File: src/rtl/hazard_fwd_unit_pkg.sv
// Shared pipeline definitions for the hazard/forwarding unit:
// operand-source select encodings and the NOP bubble slot value.
package hazard_fwd_unit_pkg;

    // ID operand source select.
    typedef enum logic [1:0] {
        FWD_RF  = 2'b00,   // register file
        FWD_EXE = 2'b01,   // EXE ALU result
        FWD_MEM = 2'b10,   // MEM result (ALU or load data)
        FWD_WB  = 2'b11    // WB data
    } fwd_sel_e;

    // Scoreboard slot value injected when ID is stalled (a NOP writes nothing).
    localparam logic        SB_NOP_WREG    = 1'b0;
    localparam logic        SB_NOP_MEM2REG = 1'b0;
    localparam int unsigned SB_NOP_RD      = 0;

endpackage

File: src/rtl/hazard_fwd_unit_sb_slot.sv
// One scoreboard slot: a {wreg, mem2reg, rd} register with load enable
// and asynchronous clear.
module hazard_sb_slot
    import hazard_fwd_unit_pkg::*;
#(
    parameter int RA_W = 5
) (
    input  logic            i_clk,
    input  logic            i_resetn,
    input  logic            en_i,
    input  logic            wreg_i,
    input  logic            mem2reg_i,
    input  logic [RA_W-1:0] rd_i,
    output logic            wreg_o,
    output logic            mem2reg_o,
    output logic [RA_W-1:0] rd_o
);

    logic            wreg_q;
    logic            mem2reg_q;
    logic [RA_W-1:0] rd_q;

    // Slot register: cleared asynchronously, loaded only when the pipe advances.
    always_ff @(posedge i_clk or negedge i_resetn) begin
        if (!i_resetn) begin
            wreg_q    <= 1'b0;
            mem2reg_q <= 1'b0;
            rd_q      <= '0;
        end else if (en_i) begin
            wreg_q    <= wreg_i;
            mem2reg_q <= mem2reg_i;
            rd_q      <= rd_i;
        end
    end

    assign wreg_o    = wreg_q;
    assign mem2reg_o = mem2reg_q;
    assign rd_o      = rd_q;

endmodule

File: src/rtl/hazard_fwd_unit.sv
// Pipeline hazard detection and operand forwarding. Tracks the destination
// of the instructions in EXE, MEM and WB, selects forwarding sources for the
// ID operands, stalls on load-use, squashes fetch on redirect and counts
// stall / flush events.
module hazard_fwd_unit
    import hazard_fwd_unit_pkg::*;
#(
    parameter int CNT_W = 16,
    parameter int RA_W  = 5
) (
    input  logic             i_clk,
    input  logic             i_resetn,
    input  logic [RA_W-1:0]  i_id_rs1,
    input  logic [RA_W-1:0]  i_id_rs2,
    input  logic             i_id_use_rs1,
    input  logic             i_id_use_rs2,
    input  logic [RA_W-1:0]  i_id_rd,
    input  logic             i_id_wreg,
    input  logic             i_id_mem2reg,
    input  logic             i_id_redirect,
    input  logic             i_hold,
    output logic             o_stall,
    output logic             o_bubble,
    output logic             o_flush_if,
    output logic [1:0]       o_fwd_a,
    output logic [1:0]       o_fwd_b,
    output logic [CNT_W-1:0] o_stall_cnt,
    output logic [CNT_W-1:0] o_flush_cnt
);

    logic            exe_wreg, exe_mem2reg, mem_wreg, mem_mem2reg, wb_wreg, wb_mem2reg;
    logic [RA_W-1:0] exe_rd, mem_rd, wb_rd;

    logic            exe_wreg_d, exe_mem2reg_d;
    logic [RA_W-1:0] exe_rd_d;
    logic            advance;

    logic [CNT_W-1:0] stall_cnt_q, stall_cnt_d;
    logic [CNT_W-1:0] flush_cnt_q, flush_cnt_d;

    function automatic logic slot_match(input logic            wreg,
                                        input logic [RA_W-1:0] rd,
                                        input logic [RA_W-1:0] rs,
                                        input logic            use_rs);
        return wreg && (rd != '0) && (rd == rs) && use_rs;
    endfunction

    assign advance = !i_hold;

    // Entry into EXE: a stalled ID instruction is replaced by a NOP bubble.
    always_comb begin
        exe_wreg_d    = i_id_wreg;
        exe_mem2reg_d = i_id_mem2reg;
        exe_rd_d      = i_id_rd;
        if (o_stall) begin
            exe_wreg_d    = SB_NOP_WREG;
            exe_mem2reg_d = SB_NOP_MEM2REG;
            exe_rd_d      = RA_W'(SB_NOP_RD);
        end
    end

    hazard_sb_slot #(.RA_W(RA_W)) u_slot_exe (
        .i_clk(i_clk), .i_resetn(i_resetn), .en_i(advance),
        .wreg_i(exe_wreg_d), .mem2reg_i(exe_mem2reg_d), .rd_i(exe_rd_d),
        .wreg_o(exe_wreg), .mem2reg_o(exe_mem2reg), .rd_o(exe_rd)
    );

    hazard_sb_slot #(.RA_W(RA_W)) u_slot_mem (
        .i_clk(i_clk), .i_resetn(i_resetn), .en_i(advance),
        .wreg_i(exe_wreg), .mem2reg_i(exe_mem2reg), .rd_i(exe_rd),
        .wreg_o(mem_wreg), .mem2reg_o(mem_mem2reg), .rd_o(mem_rd)
    );

    hazard_sb_slot #(.RA_W(RA_W)) u_slot_wb (
        .i_clk(i_clk), .i_resetn(i_resetn), .en_i(advance),
        .wreg_i(mem_wreg), .mem2reg_i(mem_mem2reg), .rd_i(mem_rd),
        .wreg_o(wb_wreg), .mem2reg_o(wb_mem2reg), .rd_o(wb_rd)
    );

    // Load-use detection, bubble and fetch squash. A stall wins over a redirect;
    // the redirect is seen again once the stall clears.
    always_comb begin
        o_stall = exe_mem2reg &&
                  (slot_match(exe_wreg, exe_rd, i_id_rs1, i_id_use_rs1) ||
                   slot_match(exe_wreg, exe_rd, i_id_rs2, i_id_use_rs2));
        o_bubble   = o_stall && !i_hold;
        o_flush_if = i_id_redirect && !o_stall && !i_hold;
    end

    // Operand source selection, youngest producer first.
    always_comb begin
        o_fwd_a = FWD_RF;
        if (slot_match(exe_wreg, exe_rd, i_id_rs1, i_id_use_rs1))      o_fwd_a = FWD_EXE;
        else if (slot_match(mem_wreg, mem_rd, i_id_rs1, i_id_use_rs1)) o_fwd_a = FWD_MEM;
        else if (slot_match(wb_wreg, wb_rd, i_id_rs1, i_id_use_rs1))   o_fwd_a = FWD_WB;

        o_fwd_b = FWD_RF;
        if (slot_match(exe_wreg, exe_rd, i_id_rs2, i_id_use_rs2))      o_fwd_b = FWD_EXE;
        else if (slot_match(mem_wreg, mem_rd, i_id_rs2, i_id_use_rs2)) o_fwd_b = FWD_MEM;
        else if (slot_match(wb_wreg, wb_rd, i_id_rs2, i_id_use_rs2))   o_fwd_b = FWD_WB;
    end

    // Saturating event counters; frozen while the pipeline is held.
    always_comb begin
        stall_cnt_d = stall_cnt_q;
        flush_cnt_d = flush_cnt_q;
        if (!i_hold) begin
            if (o_stall && (stall_cnt_q != '1))    stall_cnt_d = stall_cnt_q + 1'b1;
            if (o_flush_if && (flush_cnt_q != '1)) flush_cnt_d = flush_cnt_q + 1'b1;
        end
    end

    // Counter registers.
    always_ff @(posedge i_clk or negedge i_resetn) begin
        if (!i_resetn) begin
            stall_cnt_q <= '0;
            flush_cnt_q <= '0;
        end else begin
            stall_cnt_q <= stall_cnt_d;
            flush_cnt_q <= flush_cnt_d;
        end
    end

    assign o_stall_cnt = stall_cnt_q;
    assign o_flush_cnt = flush_cnt_q;

    // WB mem2reg is carried for completeness of the slot but not consumed here.
    logic unused_wb_mem2reg;
    assign unused_wb_mem2reg = wb_mem2reg;

endmodule

File: config.mk
export PLATFORM = sky130hd
export DESIGN_NAME = hazard_fwd_unit
export DESIGN_NICKNAME = d
export VERILOG_FILES = /design/src/rtl/hazard_fwd_unit_pkg.sv /design/src/rtl/hazard_fwd_unit_sb_slot.sv /design/src/rtl/hazard_fwd_unit.sv
export SDC_FILE = /design/constraint.sdc
export NUM_CORES = 1
export LEC_CHECK = 0
export CAP_MARGIN = 20
export CORE_MARGIN = 5
export CORE_UTILIZATION = 50
export DETAILED_ROUTE_END_ITERATION = 7
export PLACE_DENSITY = 0.79
export SLEW_MARGIN = 40
export SYNTH_ARGS = -nofsm -noshare
export SYNTH_HDL_FRONTEND = slang
export SYNTH_SLANG_ARGS = --single-unit
export TNS_END_PERCENT = 1
File: constraint.sdc
create_clock -name i_clk -period 2.7 [get_ports i_clk]
set_clock_uncertainty 0.15 [all_clocks]
set_input_delay 0.54 -clock i_clk [delete_from_list [all_inputs] [get_ports i_clk]]
set_output_delay 0.54 -clock i_clk [all_outputs]
set_load 0.02 [all_outputs]
[Word level (Yosys, flattened, before mapping)]
Index checks and enable logic that the tools add are counted.
Operators by class
  add/sub/neg operators: 2
  equality and inequality tests: 8
  multiplexer cells: 9
  bitwise operators: 1
  reduce and logical (&&, ||, !) cells: 29
Operators with widths (number)
  $add 16x1->16 const B: 2
  $ne 16x16->1 const B: 2
  $eq 5x5->1: 6
  $logic_and 1x1->1: 21
  $reduce_bool 5->1: 3
  $mux 2: 6
  $mux 5: 1
  $reduce_and 2->1: 2
  $logic_not 1->1: 2
  $mux 1: 2
  $logic_or 1x1->1: 1
  $not 1->1: 1
Storage, ports and cells
  register bits after elaboration: 51
  word-level logic and storage cells: 58

[Logic depth before layout (Yosys ltp)]
  depth after elaboration: 11
  depth in mapped cells: 8

[By module]
From an unflattened synthesis, not the netlist that was laid out.
Second synthesis, totals
  cells, all modules: 258
  area total of the unflattened synthesis: 2961.6 µm²
By module, submodules not included
  hazard_fwd_unit: instances 1, cells each 213, area each 2087.0 µm², sequential area each 800.8 µm²
  hazard_sb_slot: instances 3, cells each 15, area each 291.5 µm², sequential area each 175.2 µm²

[Worst setup path after synthesis]
OpenSTA, ideal clock, no wires.
  path kind: in2out
  from: input port i_id_rs2[0]
  to: output port o_bubble
  arrival time: 1.815 ns
  setup slack: 0.195 ns
  cell stages on the path: 6
  cells stage by stage: xor2_1 > nor4_2 > nand3_2 > a21o_4 > buf_2 > nor2_1
On the way
  word-level cells in the longest chain between the ends: 6
RTL lines
  start: declaration: RTL line hazard_fwd_unit.sv:14  | input logic [RA_W-1:0] i_id_rs2,
  $eq 5x5->1: RTL line hazard_fwd_unit.sv:45  | return wreg && (rd != '0) && (rd == rs) && use_rs;
  $logic_and 1x1->1 (2 in a row): RTL line hazard_fwd_unit.sv:45
  $logic_or 1x1->1: RTL line hazard_fwd_unit.sv:84  | (slot_match(exe_wreg, exe_rd, i_id_rs1, i_id_use_rs1) ||
  $logic_and 1x1->1: RTL line hazard_fwd_unit.sv:83  | o_stall = exe_mem2reg &&
  $logic_and 1x1->1: RTL line hazard_fwd_unit.sv:86  | o_bubble = o_stall && !i_hold;
  end: declaration: RTL line hazard_fwd_unit.sv:23  | output logic o_bubble,
Every way passes these cells.

[Final worst setup path]
  from: register u_slot_exe.rd_q[1] (netlist: u_slot_exe.rd_o[1])
  to: output port o_flush_if
On the way
  word-level cells in the longest chain between the ends: 9
  elaborated cells on any way between the ends: 13
  those cells by class: eq/ne (2); reduce/logical (11)
RTL lines
  start: declaration: RTL line hazard_fwd_unit_sb_slot.sv:21  | logic [RA_W-1:0] rd_q;
  start signal: assignment: RTL line hazard_fwd_unit_sb_slot.sv:32  | rd_q <= rd_i;
  $reduce_bool 5->1: RTL line hazard_fwd_unit.sv:45
  $logic_and 1x1->1 (3 in a row): RTL line hazard_fwd_unit.sv:45
  $logic_or 1x1->1 *: RTL line hazard_fwd_unit.sv:84
  $logic_and 1x1->1 *: RTL line hazard_fwd_unit.sv:83
  $logic_not 1->1 *: RTL line hazard_fwd_unit.sv:87  | o_flush_if = i_id_redirect && !o_stall && !i_hold;
  $logic_and 1x1->1 * (2 in a row): RTL line hazard_fwd_unit.sv:87
  end: declaration: RTL line hazard_fwd_unit.sv:24  | output logic o_flush_if,
Mark *: on every way between the ends. The rest lies on a longest branch, timed or not.

==> out/metrics.yaml <==
status:
  outcome: "completed"
setup_path:
  crit_path_max_incr_delay_ns: 0.41
  timing.rr.start: "u_slot_exe.rd_o[1]"
  crit_chain: "buf_6 -> xor2_1 -> nor4_2 -> nand3_1 -> a21o_4 -> inv_4 -> nor2_1 -> buf_4"
  criticalPathCategory: "flip-flop to output pin"
  path_depth: 8
  critical_path.endpoint_type: "output pin"
  ff2ff_setup_slack_ns: 0.28
  arrival_ns: 2.00
  worstSetupStartpoint: "u_slot_exe.rd_o[1]"
  rr_worst_depth: 9
  path_buf_inv: 3
  crit_path_start_kind: "flip-flop"
  crit_required_ns: 2.01
  crit_family: "simple AND/OR/NAND/NOR gates"
  path_max_fanout: 5
  critPathSlowestCell: "dfrtp_1"
layout:
  num-fill-cells: 408
  multi_input_area_mm2: 0.00150
  antenna_cells: 0
  area_growth_syn_to_layout_pct: 41.0
  drive_above_1_share: 0.291
  seqCellArea_mm2: 0.00128
  nets: 388
sta:
  max_slew_margin: 0.570
  drv_slew: 0
  fin_ws_ns: 0.0113
  tightest_slew_ns: 0.646
  rsz0062_at_grt: "true"
  min_period_over_period: 0.996
  setup_tns_ns: 0
  fmax_ghz: 0.372
  hold_viol: 0
  setup_viol: 0
  hold_slack_ns: 0.194
  fin_crit_ns: 2.69
synthesis:
  synth_cell_type_count: 35
  syn-cell-area_mm2: 0.00278
  yosysWarningCount: 0
  synth_seq_area_share: 0.459
  ys_ff_latch: 51
  syn_avg_cell_area_um2: 10.9
  synth_cells: 256
  synth_nets: 281
placed_design:
  io_buffer_count: 61
  dp_hpwl_um: 5030
  finalWeightedCongestion: 0.979
  pre_cts_ws_ns: -0.703
global_route:
  antenna_found_initial: 0
  grt_overflow: 0
  grt_pass1_vias: 2434
  grt_first_pass_wirelength_um: 11500
  grt_max_degree: 52
  grt_usage: 0.195
clocking:
  clockBufferDepth: 2
  insertion_delay_ns: 0.30
  htree_levels: 2
  cts_tree: "done"
  cts.sinks: 51
  cts_buffers: 5
  clockRootBuffer: "clkbuf_8"
  clkTransAtPathRegs_ns: 0.09
floorplanning:
  rows: 27
  fp.coreArea_mm2: 0.00544
  die_w_um: 84.5
  io_pins: 62
  dieArea_mm2: 0.00715
  die_h_um: 84.5
  start_util: 0.511
power_and_ir_drop:
  cellLeakagePower_nw: 1.81
  ir_drop_v: 0.000731
  p_total_w: 0.00190
  p_per_area_mw_per_mm2: 486
drt:
  drcViolationCount: 0
  route.detailed.wl_per_inst_um: 15.1
  drt-total-wl_um: 6600
  drt-initial-drc-count: 35
  via_count: 2257
  antenna_left: 0
  via_per_inst: 5.18
  first_pass_iters: 4
flow_run:
  maxCapViolations: 0
min_path:
  hp-class: "input pin to async pin"
-- layout make-up --
type                    instances  area share
well taps                      72      0.0230
clock inverters                 3     0.00511
flip-flops and latches         51       0.326
clock buffers                   5      0.0176
repair buffers                107       0.241
multi-input cells             195       0.384
inverters                       3     0.00351
-- cells in the mapped netlist --
master / instances / area [µm²]
a211oi_2: 1 / 12.5
a21o_1: 2 / 15.0
a21o_4: 1 / 15.0
a41o_1: 1 / 10.0
and2_1: 1 / 6.26
and3_1: 9 / 56.3
and3_2: 1 / 7.51
and4_1: 2 / 17.5
and4_2: 1 / 10.0
buf_2: 1 / 5.00
buf_6: 2 / 22.5
clkbuf_1: 4 / 15.0
dfrtp_1: 51 / 1280
ha_1: 2 / 25.0
inv_1: 2 / 7.51
inv_2: 1 / 3.75
mux2_2: 14 / 158
nand2_1: 23 / 86.3
nand2b_1: 1 / 6.26
nand3_1: 16 / 80.1
nand3_2: 4 / 40.0
nand4_1: 9 / 56.3
nor2_1: 10 / 37.5
nor2b_1: 3 / 18.8
nor3_1: 2 / 10.0
nor3_2: 5 / 50.1
nor3b_2: 2 / 25.0
nor4_1: 5 / 31.3
nor4_2: 4 / 50.1
o211ai_2: 1 / 12.5
o21a_1: 1 / 7.51
o21ai_0: 11 / 55.1
or4_1: 3 / 22.5
xnor2_1: 22 / 193
xor2_1: 38 / 333
-- worst paths after layout --
path                                           end
max in group asynchronous       u_slot_exe.rd_o[4]
worst max register to register      o_flush_cnt[1]
worst min register to register     o_stall_cnt[13]
worst max-delay path                    o_flush_if
worst min-delay path            u_slot_exe.rd_o[3]
min in group i_clk                 o_stall_cnt[13]
-- placed cells by master, fill, tap and decap left out, types with 9 or more instances in the layout --
cell type / instances
and3_1: 9
buf_4: 45
clkdlybuf4s50_1: 43
dfrtp_1: 50
dlygate4sd2_1: 9
mux2_2: 14
nand2_1: 23
nand3_1: 16
nand4_1: 9
o21ai_0: 10
xnor2_1: 22
xor2_1: 37
-- routing by layer --
| layer | track usage | vias to the layer above | routed length, µm |
|---|---|---|---|
| li1 | - | 1103 | - |
| met1 | 0.250 | 1100 | 2910 |
| met2 | 0.331 | 47 | 3360 |
| met3 | 0.0471 | 7 | 264 |
| met4 | 0.0532 | 0 | 74 |
| met5 | 0 | - | 0 |
-- cell families after synthesis --
logic type,count (synthesis),share of synthesized area
simple gates,101,0.220
xor+xnor,60,0.189
flops,51,0.459
compound gates,18,0.0459
mux,14,0.0568
buf+inv,10,0.0194
fa+ha+maj,2,0.00901
-- through the flow --
| stage | instance area, µm² | utilization | cells |
|---|---|---|---|
| 2_1_floorplan | 2780 | - | 256 |
| 3_3_place_gp | 3760 | 0.692 | 426 |
| 3_5_place_dp | 3760 | 0.692 | 426 |
| 4_1_cts | 3850 | 0.707 | 435 |
| 5_1_grt | 3920 | 0.720 | 436 |
| 6_report | 3920 | 0.720 | 436 |
-- where the power goes --
group / internal, W / switching (W) / total [W]
logic: 0.000284 / 0.000249 / 0.000534
registers: 0.000848 / 0.0000916 / 0.000940
clock network: 0.000181 / 0.000251 / 0.000431
total: 0.00131 / 0.000591 / 0.00190
-- sequential cells by signal, indices dropped and copies added, names as in the netlist, 5 cells and up --
name / count
u_slot_mem.rd_o: 5
o_flush_cnt: 16
u_slot_wb.rd_o: 5
o_stall_cnt: 16
u_slot_exe.rd_o: 5
-- repair_timing --
item | 4_1_cts | 5_1_grt
endpoints found under the setup margin | 7 | 7
buffers inserted | 1 | 1
resized for setup | 49 | 14
hold buffers | 0 | 0
pin swaps | 8 | 5
cloned | 0 | 0
Power figures use the tool's default switching activity.
